==> src/rtl/interconnect_scanner.sv <==
// interconnect_scanner: sequencer for a registered N-input mux.
//
// Drives the mux sel/clken, stepping through the enabled channels in ascending order.
// Each channel visit is SWITCH (1 cycle), optional SETTLE (settle cycles of blanking),
// then DWELL (max(dwell,1) cycles with valid=1 and tag=sel). valid/tag line up with
// the mux output so downstream logic can demultiplex the shared path.
//
// Optional feature macro: SCANNER_TRIGGER_EN
//   When defined, adds the trig_i input and a WAIT_TRIG state between SETTLE
//   (or SWITCH when settle==0) and DWELL. DWELL starts the cycle after trig_i
//   is sampled high. stop while waiting returns to IDLE with done.
//
// Ports:
//   clk_i          system clock
//   rst_i          synchronous, active-high reset
//   start_i        pulse: latch config and begin a scan (ignored while busy)
//   stop_i         pulse: finish the current dwell, then return to IDLE
//   continuous_i   1 = wrap forever, 0 = single pass over the enabled channels
//   chan_mask_i    bit i enables channel i
//   settle_i       blanking cycles after each switch (0 = none)
//   dwell_i        valid cycles per channel (0 treated as 1)
//   trig_i         (SCANNER_TRIGGER_EN only) dwell trigger
//   sel_o          mux select
//   clken_o        mux clock enable
//   valid_o        mux output holds settled data of channel tag_o
//   tag_o          channel index qualifying valid_o
//   busy_o         scan in progress
//   done_o         one-cycle pulse on return to IDLE after a pass end or stop

module interconnect_scanner #(
    parameter int unsigned N_INPUTS  = 3,
    parameter int unsigned SEL_WIDTH = 2,
    parameter int unsigned CNT_WIDTH = 16
) (
    input  logic                 clk_i,
    input  logic                 rst_i,
    input  logic                 start_i,
    input  logic                 stop_i,
    input  logic                 continuous_i,
    input  logic [N_INPUTS-1:0]  chan_mask_i,
    input  logic [CNT_WIDTH-1:0] settle_i,
    input  logic [CNT_WIDTH-1:0] dwell_i,
`ifdef SCANNER_TRIGGER_EN
    input  logic                 trig_i,
`endif
    output logic [SEL_WIDTH-1:0] sel_o,
    output logic                 clken_o,
    output logic                 valid_o,
    output logic [SEL_WIDTH-1:0] tag_o,
    output logic                 busy_o,
    output logic                 done_o
);

    typedef enum logic [2:0] {
        StIdle,
        StSwitch,
        StSettle,
`ifdef SCANNER_TRIGGER_EN
        StWaitTrig,
`endif
        StDwell
    } state_e;

`ifdef SCANNER_TRIGGER_EN
    localparam state_e StPostSettle = StWaitTrig;
`else
    localparam state_e StPostSettle = StDwell;
`endif

    state_e               state_q, state_d;
    logic [CNT_WIDTH-1:0] cnt_q, cnt_d;
    logic [SEL_WIDTH-1:0] sel_q, sel_d;
    logic [SEL_WIDTH-1:0] tag_q, tag_d;
    logic                 clken_q, clken_d;
    logic                 valid_q, valid_d;
    logic                 busy_q, busy_d;
    logic                 done_q, done_d;
    logic                 stop_q, stop_d;
    logic                 cont_q, cont_d;
    logic [N_INPUTS-1:0]  mask_q, mask_d;
    logic [CNT_WIDTH-1:0] settle_q, settle_d;
    logic [CNT_WIDTH-1:0] dwell_q, dwell_d;

    logic                 nxt_found;
    logic [SEL_WIDTH-1:0] nxt_idx;
    logic [SEL_WIDTH-1:0] low_idx;
    logic [SEL_WIDTH-1:0] first_idx;
    logic [CNT_WIDTH-1:0] dwell_last;
    logic                 stop_pend;

    // Channel search: next enabled above sel_q, lowest enabled (wrap), and the
    // first channel of the incoming mask for a new scan. Descending loop leaves
    // the lowest matching index as the final assignment.
    always_comb begin
        nxt_found = 1'b0;
        nxt_idx   = '0;
        low_idx   = '0;
        first_idx = '0;
        for (int i = N_INPUTS - 1; i >= 0; i--) begin
            if (mask_q[i]) begin
                low_idx = SEL_WIDTH'(i);
                if (i > int'(sel_q)) begin
                    nxt_found = 1'b1;
                    nxt_idx   = SEL_WIDTH'(i);
                end
            end
            if (chan_mask_i[i]) begin
                first_idx = SEL_WIDTH'(i);
            end
        end
    end

    // Counter holds remaining cycles minus one, so dwell==0 behaves like dwell==1.
    assign dwell_last = (dwell_q == '0) ? '0 : dwell_q - CNT_WIDTH'(1);
    // A stop arriving on the last dwell cycle still ends the scan there.
    assign stop_pend  = stop_q | stop_i;

    always_comb begin
        state_d  = state_q;
        cnt_d    = cnt_q;
        sel_d    = sel_q;
        stop_d   = stop_q;
        cont_d   = cont_q;
        mask_d   = mask_q;
        settle_d = settle_q;
        dwell_d  = dwell_q;
        done_d   = 1'b0;

        unique case (state_q)
            StIdle: begin
                stop_d = 1'b0;
                if (start_i && (chan_mask_i != '0)) begin
                    cont_d   = continuous_i;
                    mask_d   = chan_mask_i;
                    settle_d = settle_i;
                    dwell_d  = dwell_i;
                    sel_d    = first_idx;
                    state_d  = StSwitch;
                end
            end
            StSwitch: begin
                if (stop_i) stop_d = 1'b1;
                if (settle_q != '0) begin
                    cnt_d   = settle_q - CNT_WIDTH'(1);
                    state_d = StSettle;
                end else begin
                    cnt_d   = dwell_last;
                    state_d = StPostSettle;
                end
            end
            StSettle: begin
                if (stop_i) stop_d = 1'b1;
                if (cnt_q == '0) begin
                    cnt_d   = dwell_last;
                    state_d = StPostSettle;
                end else begin
                    cnt_d = cnt_q - CNT_WIDTH'(1);
                end
            end
`ifdef SCANNER_TRIGGER_EN
            StWaitTrig: begin
                if (stop_pend) begin
                    state_d = StIdle;
                    done_d  = 1'b1;
                end else if (trig_i) begin
                    state_d = StDwell;
                end
            end
`endif
            StDwell: begin
                if (stop_i) stop_d = 1'b1;
                if (cnt_q == '0) begin
                    if (stop_pend) begin
                        state_d = StIdle;
                        done_d  = 1'b1;
                    end else if (nxt_found) begin
                        sel_d   = nxt_idx;
                        state_d = StSwitch;
                    end else if (cont_q) begin
                        sel_d   = low_idx;
                        state_d = StSwitch;
                    end else begin
                        state_d = StIdle;
                        done_d  = 1'b1;
                    end
                end else begin
                    cnt_d = cnt_q - CNT_WIDTH'(1);
                end
            end
            default: state_d = StIdle;
        endcase

        // Outputs are registered copies of the next-state decode.
        clken_d = (state_d != StIdle);
        busy_d  = (state_d != StIdle);
        valid_d = (state_d == StDwell);
        tag_d   = valid_d ? sel_d : tag_q;
    end

    always_ff @(posedge clk_i) begin
        if (rst_i) begin
            state_q  <= StIdle;
            cnt_q    <= '0;
            sel_q    <= '0;
            tag_q    <= '0;
            clken_q  <= 1'b0;
            valid_q  <= 1'b0;
            busy_q   <= 1'b0;
            done_q   <= 1'b0;
            stop_q   <= 1'b0;
            cont_q   <= 1'b0;
            mask_q   <= '0;
            settle_q <= '0;
            dwell_q  <= '0;
        end else begin
            state_q  <= state_d;
            cnt_q    <= cnt_d;
            sel_q    <= sel_d;
            tag_q    <= tag_d;
            clken_q  <= clken_d;
            valid_q  <= valid_d;
            busy_q   <= busy_d;
            done_q   <= done_d;
            stop_q   <= stop_d;
            cont_q   <= cont_d;
            mask_q   <= mask_d;
            settle_q <= settle_d;
            dwell_q  <= dwell_d;
        end
    end

    assign sel_o   = sel_q;
    assign clken_o = clken_q;
    assign valid_o = valid_q;
    assign tag_o   = tag_q;
    assign busy_o  = busy_q;
    assign done_o  = done_q;

endmodule

==> config.mk <==
export PLATFORM = sky130hd
export DESIGN_NAME = interconnect_scanner
export DESIGN_NICKNAME = d
export VERILOG_FILES = /design/src/rtl/interconnect_scanner.sv
export SDC_FILE = /design/constraint.sdc
export NUM_CORES = 1
export LEC_CHECK = 0
export BUFFER_PORTS_ARGS = -buffer_cell sky130_fd_sc_hd__buf_2
export CORE_ASPECT_RATIO = 1.4
export CORE_MARGIN = 2
export CORE_UTILIZATION = 45
export DETAILED_ROUTE_END_ITERATION = 8
export PLACE_DENSITY = 0.65
export SYNTH_ARGS = -nofsm -noshare
export SYNTH_HDL_FRONTEND = slang
export SYNTH_SLANG_ARGS = --single-unit
==> constraint.sdc <==
create_clock -name clk_i -period 4.91 [get_ports clk_i]
set_input_delay 0.2455 -clock clk_i [delete_from_list [all_inputs] [get_ports clk_i]]
set_output_delay 0.2455 -clock clk_i [all_outputs]
set_load 0.1 [all_outputs]
==> summary.md, run 1 <==
| Metric | Value |
|---|---|
| Status | `completed` |
| Fin Setup TNS | `0 ns` |
| RSZ-0062 raised after global routing | `false` |
| Asr flop ratio synth | `0` |
| Core area | `8200 um^2` |
| Die X-Extent | `81.8 um` |
| CP arrival | `2.98 ns` |
| DR iter-0 viols | `222` |
| Post-synth EDFFs | `0` |
| Period Utilization, post-route | `0.558` |
| Setup violators final | `0` |
| Worst Tran Pin Value | `between 1 and 1.5 ns` |
| Placed cell count | `roughly 610` |
| Row count | `39` |
| Later-pin clock latency in the skew report | `0.33 ns` |
| WP data required | `5.15 ns` |
| Fin cells | `625` |
| Resize count post-CTS | `0` |
| H-Tree Depth | `3` |
| Largest net degree at the start of global routing | `60` |
| Max-slew violations | `0` |
| Worst path cell trace | `inv_1 > ha_1 > or3b_1 > nor4b_4 > nand3_2 > a21oi_4 > a221oi_1 > a211oi_1` |
| I/O Buffers | `47` |
| F_max | `365 MHz` |
| Synth cell types | `a little under 60` |
| Die ar. | `9230 um^2` |
| Commonest cells after routing, fill and taps aside | `nand2_1 (88), dfxtp_1 (63), a21oi_1 (47), buf_2 (47), nor2_1 (46)` |
| Crit end category | `register` |
| Io pins | `48` |
| Vias | `3503` |
| DRT antenna net count | `0` |
| Overall power | `1.65 mW` |
| Dpl hpwl | `a little under 7 mm` |
| Predominant post-synthesis flop cell | `dfxtp_1` |
| Post-Syn Instances | `between 400 and 500` |
| Post-Synthesis Cell Area | `3810 um^2` |
| WS Path Type | `register to register` |
| Commonest non-fill, non-tap cell in the layout | `nand2_1` |
| GP Congestion | `between 0.8 and 0.9` |
| Max VDD drop | `0.236 mV` |
| Detailed-route wire length | `9.60 mm` |
| Pwr/cell area | `375 nW/um^2` |
| Synth-to-layout area growth | `15.3%` |
| First-pass GRT wire length | `16.2 mm` |
| Leak Pwr | `1.76 nW` |
| Share of layout cells above drive strength 1 | `0.203` |
| Min Tclk post-route | `~2.7 ns` |
| GRT Util Overall | `0.225` |
| Cell accounting for the most synthesized area | `dfxtp_1` |
| Clock sink total | `63` |
| Max-cap violations | `0` |
| Num CTS Buffers | `9` |
| Worst Hold Class | `primary input to register` |
| Mapped Nets | `529` |
| #FFs+latches synth | `63` |
| Vias in the first global route | `3354` |
| Initial antenna violation count | `0` |
| Sequential area share after synthesis | `0.331` |
| Fillers | `roughly 810` |
| Total grt overflow | `0` |
| # DRC | `0` |
| Reg clk slew, reported paths | `around 0.060 ns` |
| Max FO, Critical Path | `14` |
| CTS hold repair buffers | `0` |
| Post-route cell area | `4390 um^2` |
| Root Buffer | `clkbuf_16` |
| Area of the multi-input gates | `2390 um^2` |
| Synth top area share | `0.331` |
| Clock tree buffer depth | `2` |
| Vias per cell | `5.60` |
| Height of the die | `113 um` |
| Synth top area cells | `dfxtp_1 (33%), nand2_1 (8.7%), a21oi_1 (6.2%)` |
| CTS tree | `done` |
| Placed Area | `4070 um^2` |
| Max_slew headroom | `0.197` |
| Crit-path max cell delay | `roughly 0.52 ns` |
| Number of inserted diodes | `0` |
| Type of element launching the critical path | `register` |
| Avg WL per Cell | `15.4 um` |
| Starting Density | `0.465` |
| Setup bufs post-CTS | `0` |
| Clock skew | `0.0104 ns` |
| Final net count | `563` |
| Yosys warnings | `0` |
| FF+latch area | `1260 um^2` |
| CP max stage cell | `or3b_1` |
| Drt pass-1 iters | `4` |
| Fin. Hold Viols | `0` |
| Syn_area_per_cell | `7.87 um^2` |
Yosys cell counts (2+ instances only):
cell type  number
nand4_1         5
nor4_2          6
o21ai_0         8
a31oi_1         2
nor3_1         18
clkbuf_1       17
nor4b_1         2
or2_2           5
nand2_1        88
a211oi_1        8
xnor2_1        16
nand2b_1        3
nand3_1         9
xor2_1         14
o21ai_1         2
nor2b_1         4
nand3b_1        2
mux2i_1         8
a21oi_1        47
o31a_1          2
dfxtp_1        63
or4_1           4
mux2_2          2
or3_1           6
buf_2           4
nor3_2         12
o31ai_1         4
o22ai_1        13
ha_1            5
inv_1          13
nor4_1          8
buf_4           2
nor2_1         47
a211oi_2       10
through the flow:
step / setup slack, ns / hold WS, ns / util
after floorplan: 2.72 / 0.381 / -
after global routing: 2.04 / 0.151 / 0.536
after global placement: 2.32 / 0.469 / 0.496
final: 2.17 / 0.149 / 0.536
after CTS: 2.19 / 0.141 / 0.536
after detailed placement: 2.26 / 0.473 / 0.496
critical path, delay by kind of cell (launching register included):
family / cells / cell delay [ns]
and+or+nand+nor: 3 / 1.09
AOI/OAI and AO/OA: 3 / 0.95
buffers and inverters: 1 / 0.07
adders and majority gates: 1 / 0.18
DFF: 1 / 0.35
power by group:
| part | internal (mW) | switching, mW | total [mW] |
|---|---|---|---|
| registers | 0.534 | 0.0299 | 0.564 |
| clock network | 0.471 | 0.222 | 0.693 |
| logic | 0.151 | 0.240 | 0.391 |
area by class of cell:
type | instances | share of cell area
multi-input combinational | 383 | 0.544
sequential | 63 | 0.287
clock buffer | 13 | 0.0592
timing repair buffer | 48 | 0.0552
tap | 102 | 0.0290
clock inverter | 3 | 0.0148
inverter | 13 | 0.0111
cell families after synthesis:
kind of cell / count (synthesis) / synth area share
and+or+nand+nor: 228 / 0.319
buffers and inverters: 38 / 0.0427
muxes: 10 / 0.0269
DFF: 63 / 0.331
other: 1 / 0.000984
xor gates and xnor gates: 30 / 0.0690
AOI/OAI and AO/OA: 109 / 0.194
adders and majority gates: 5 / 0.0164
layer usage:
layer | part of all wire | GRT usage | vias up
met5 | 0 | 0 | -
met4 | 0.035 | 0.107 | 0
met1 | 0.44 | 0.289 | 1606
li1 | - | - | 1783
met2 | 0.48 | 0.357 | 90
met3 | 0.040 | 0.0455 | 24
registers in the layout, indices dropped and copies added, names as in the netlist:
signal / flops
settle_q: 16
mask_q: 3
cont_q: 1
stop_q: 1
valid_o: 1
done_o: 1
dwell_q: 16
busy_o: 1
sel_o: 2
tag_o: 2
cnt_q: 16
state_q: 3
path summary, 6_finish.rpt:
path | endpoint | cells past startpoint | slack [ns] | from
worst max register to register | cnt_q[10]$_SDFFE_PP0P_ | 8 | 2.17 | settle_q[0]$_SDFFE_PP0P_
worst max-delay path | cnt_q[10]$_SDFFE_PP0P_ | 8 | 2.17 | settle_q[0]$_SDFFE_PP0P_
worst min register to register | dwell_q[15]$_SDFFE_PP0P_ | 2 | 0.48 | dwell_q[15]$_SDFFE_PP0P_
worst min-delay path | dwell_q[7]$_SDFFE_PP0P_ | 3 | 0.15 | dwell_i[7]
(Power assumes the default switching activity.)
==> run 2, diff against run 1 <==
--- a/config.mk
+++ b/config.mk
@@ -5,12 +5,13 @@
 export SDC_FILE = /design/constraint.sdc
 export NUM_CORES = 1
 export LEC_CHECK = 0
+export ABC_AREA = 1
 export BUFFER_PORTS_ARGS = -buffer_cell sky130_fd_sc_hd__buf_2
 export CORE_ASPECT_RATIO = 1.4
 export CORE_MARGIN = 2
 export CORE_UTILIZATION = 45
 export DETAILED_ROUTE_END_ITERATION = 8
-export PLACE_DENSITY = 0.65
+export PLACE_DENSITY = 0.67
 export SYNTH_ARGS = -nofsm -noshare
 export SYNTH_HDL_FRONTEND = slang
 export SYNTH_SLANG_ARGS = --single-unit
==> constraint.sdc (replaced) <==
create_clock -name clk_i -period 2.5 [get_ports clk_i]
set_input_delay 0.125 -clock clk_i [delete_from_list [all_inputs] [get_ports clk_i]]
set_output_delay 0.125 -clock clk_i [all_outputs]
set_load 0.1 [all_outputs]
==> summary.md, run 2 <==
| Metric | Value |
|---|---|
| Global routing usage on met3 | `0.0349` |
| Net switching power figure | `1.11 mW` |
| Post-Synthesis Cell Area | `4020 um^2` |
| Die ar. | `9720 um^2` |
| Drt pass-1 iters | `5` |
| CP arrival | `between 2 and 2.5 ns` |
| Post-route setup slack | `0.623 ns` |
| Min Tclk post-route | `between 1.5 and 2 ns` |
| Largest family of logic cells by synthesized area | `simple AND/OR/NAND/NOR gates` |
| Gate power share | `0.284` |
| Pwr/cell area | `686 nW/um^2` |
| Starting Density | `0.465` |
| Core area | `8660 um^2` |
| Max VDD drop | `around 0.48 mV` |
| Vias per cell | `5.01` |
| Crit end category | `register` |
| Predominant post-synthesis flop cell | `dfxtp_1` |
| Cell accounting for the most synthesized area | `dfxtp_1` |
| Worst Hold Path Cells | `3` |
| Max FO, Critical Path | `30` |
| Clock tree buffer depth | `2` |
| Asr flop ratio synth | `0` |
| Die X-Extent | `roughly 84 um` |
| Io pins | `48` |
| Row count | `40` |
| Post-Synth Simple-Gate Area | `0.388` |
| Reg2reg start | `cnt_q[0]$_SDFFE_PP0P_` |
| Clock skew | `0.00463 ns` |
| Largest net degree at the start of global routing | `57` |
| Avg WL per Cell | `12.9 um` |
| WS Path Type | `register to register` |
| Share of layout cells above drive strength 1 | `0.145` |
| GP Congestion | `0.940` |
| Resize count post-CTS | `0` |
| Largest regs | `cnt_q (16), dwell_q (16), settle_q (16)` |
| Root Buffer | `clkbuf_16` |
| FF-to-FF path depth | `12` |
| Initial antenna violation count | `0` |
| Post-synthesis mux area share | `0` |
| Total grt overflow | `0` |
| Crit Reg-Reg Endpoint | `cnt_q[2]$_SDFFE_PP0P_` |
| Syn_area_per_cell | `6.26 um^2` |
| Worst Hold Class | `primary input to register` |
| Post-Syn Instances | `643` |
| Later-pin clock latency in the skew report | `0.33 ns` |
| Type of element launching the critical path | `register` |
| Fin Setup TNS | `0 ns` |
| Max_slew headroom | `0.526` |
| DRT antenna net count | `0` |
| Hold Crit Endpoint | `dwell_q[5]$_SDFFE_PP0P_` |
| Commonest cells post-synth | `nor2_1 (142), nand2_1 (126), dfxtp_1 (63)` |
| Reg clk slew, reported paths | `0.06 ns` |
| Placed Area | `between 4000 and 5000 um^2` |
| Switching share of total power | `0.352` |
| Seq pwr share | `0.361` |
| R2R setup slack | `~0.62 ns` |
| Min-delay src | `dwell_i[5]` |
| Detailed-route wire length | `10.3 mm` |
| Vias in the first global route | `around 3700` |
| Sequential area share after synthesis | `0.314` |
| Max-cap violations | `0` |
| F_max | `about 530 MHz` |
| CTS hold repair buffers | `0` |
| DP Worst Slack | `0.638 ns` |
| GR peak layer | `met2` |
| Clock sink total | `63` |
| GRT Util Overall | `0.222` |
| Post-synth EDFFs | `0` |
| Met2 usage | `0.385` |
| Fin. Hold Viols | `0` |
| CTS tree | `done` |
| P_int | `2.04 mW` |
| Synth top area cells | `dfxtp_1 (31%), nor2_1 (13%), nand2_1 (12%)` |
| Number of inserted diodes | `0` |
| #FFs+latches synth | `63` |
| RSZ-0062 raised after global routing | `false` |
| Num CTS Buffers | `9` |
| Period Utilization, post-route | `0.751` |
| Overall power | `3.15 mW` |
| Max-slew violations | `0` |
| Synth top area share | `0.314` |
| Height of the die | `116 um` |
| Setup violators final | `0` |
| Status | `completed` |
| Dpl hpwl | `8.13 mm` |
| Leak Pwr | `2.31 nW` |
| Commonest non-fill, non-tap cell in the layout | `nor2_1` |
| DR iter-0 viols | `236` |
| Yosys warnings | `0` |
| Post-synthesis compound-gate area fraction | `0.126` |
| # DRC | `0` |
| Most numerous cell in the Yosys netlist | `nor2_1` |
| Setup bufs post-CTS | `0` |
| WP data required | `2.73 ns` |
| Mapped Nets | `688` |
| Met1 GRT Util | `0.276` |
| Commonest cells after routing, fill and taps aside | `nor2_1 (142), nand2_1 (126), dfxtp_1 (63)` |
| First-pass GRT wire length | `17.5 mm` |
| XOR/XNOR Fraction of Synth Area | `0.0653` |
| H-Tree Depth | `3` |
| Clock share of power | `0.355` |
| Worst Tran Pin Value | `0.711 ns` |
| Synth cell types | `30` |
| Fillers | `between 800 and 900` |
| Adder-cell share of the synthesized area | `0.0156` |
| Post-route cell area | `4580 um^2` |
| Final net count | `730` |
| Vias | `3983` |
| I/O Buffers | `47` |
| Synth-to-layout area growth | `13.9%` |
| WHS | `0.0118 ns` |
## run 2: cell count changes in the layout (fill, tap and decap cells not counted), sizes merged, moves of 13 or more
cell    change
nand3      +35
o22ai      -13
a211oi     -18
nor4       -15
inv        +57
a21oi      -14
nand2      +50
nor3       -20
o21ai      +51
nor2      +109
## run 2: how the worst max path moves through the flow
stage	from	to	slack [ns]
2_1_floorplan	sel_o[1]$_SDFF_PP0_	tag_o[0]$_SDFFE_PP0N_	0.53
3_3_place_gp	cnt_q[0]$_SDFFE_PP0P_	cnt_q[6]$_SDFFE_PP0P_	0.70
3_5_place_dp	cnt_q[0]$_SDFFE_PP0P_	cnt_q[2]$_SDFFE_PP0P_	0.64
4_1_cts	cnt_q[0]$_SDFFE_PP0P_	cnt_q[2]$_SDFFE_PP0P_	0.63
5_1_grt	cnt_q[0]$_SDFFE_PP0P_	tag_o[1]$_SDFFE_PP0N_	0.39
6_report	cnt_q[0]$_SDFFE_PP0P_	cnt_q[2]$_SDFFE_PP0P_	0.62
## run 2: cell families (layout without fill, tap and decap cells)
logic type                 after synthesis  count (layout)
adders and majority gates                5               5
DFF                                     63              63
xor gates and xnor gates                30              30
AOI/OAI and AO/OA                       99              99
other                                    1               1
buffers and inverters                   88             135
and+or+nand+nor                        357             357
## run 2: layout make-up
class,instances,area (um^2),share of cell area
multi-input cells,492,2400,0.523
flip-flops and latches,63,1260,0.275
repair buffers,49,263,0.0573
inverters,70,263,0.0573
clock buffers,10,229,0.0500
well taps,105,131,0.0287
clock inverters,6,37.5,0.00819
## run 2: stage by stage
step	instances	util
finish	795	0.529
global route	795	0.529
CTS	795	0.529
detailed placement	779	0.498
global placement	779	0.498
floorplan	643	-
## run 2: per-layer routing
metal / up-vias / share of wire
met4: 0 / 0.025
li1: 2115 / -
met3: 17 / 0.032
met5: - / 0
met1: 1777 / 0.45
met2: 74 / 0.49
## run 2: worst max-delay path, stage by stage (launching register included)
cell     delay, ns
dfxtp_1       0.37
inv_1         0.09
ha_1          0.23
nand2_1       0.07
nor2_1        0.05
nand2_2       0.08
nor2_4        0.04
nand2_2       0.07
nand2_4       0.07
inv_2         0.38
o21ai_1       0.13
nor2_1        0.13
nor2_1        0.04
## run 2: power groups by stage
stage                     Combinational, mW  Clock (mW)  Sequential, mW
after floorplan                       0.677           0            1.16
after global placement                0.884           0            1.15
after detailed placement              0.890           0            1.15
after CTS                             0.896        1.14            1.13
after global routing                   1.02        1.18            1.14
final                                 0.893        1.12            1.13
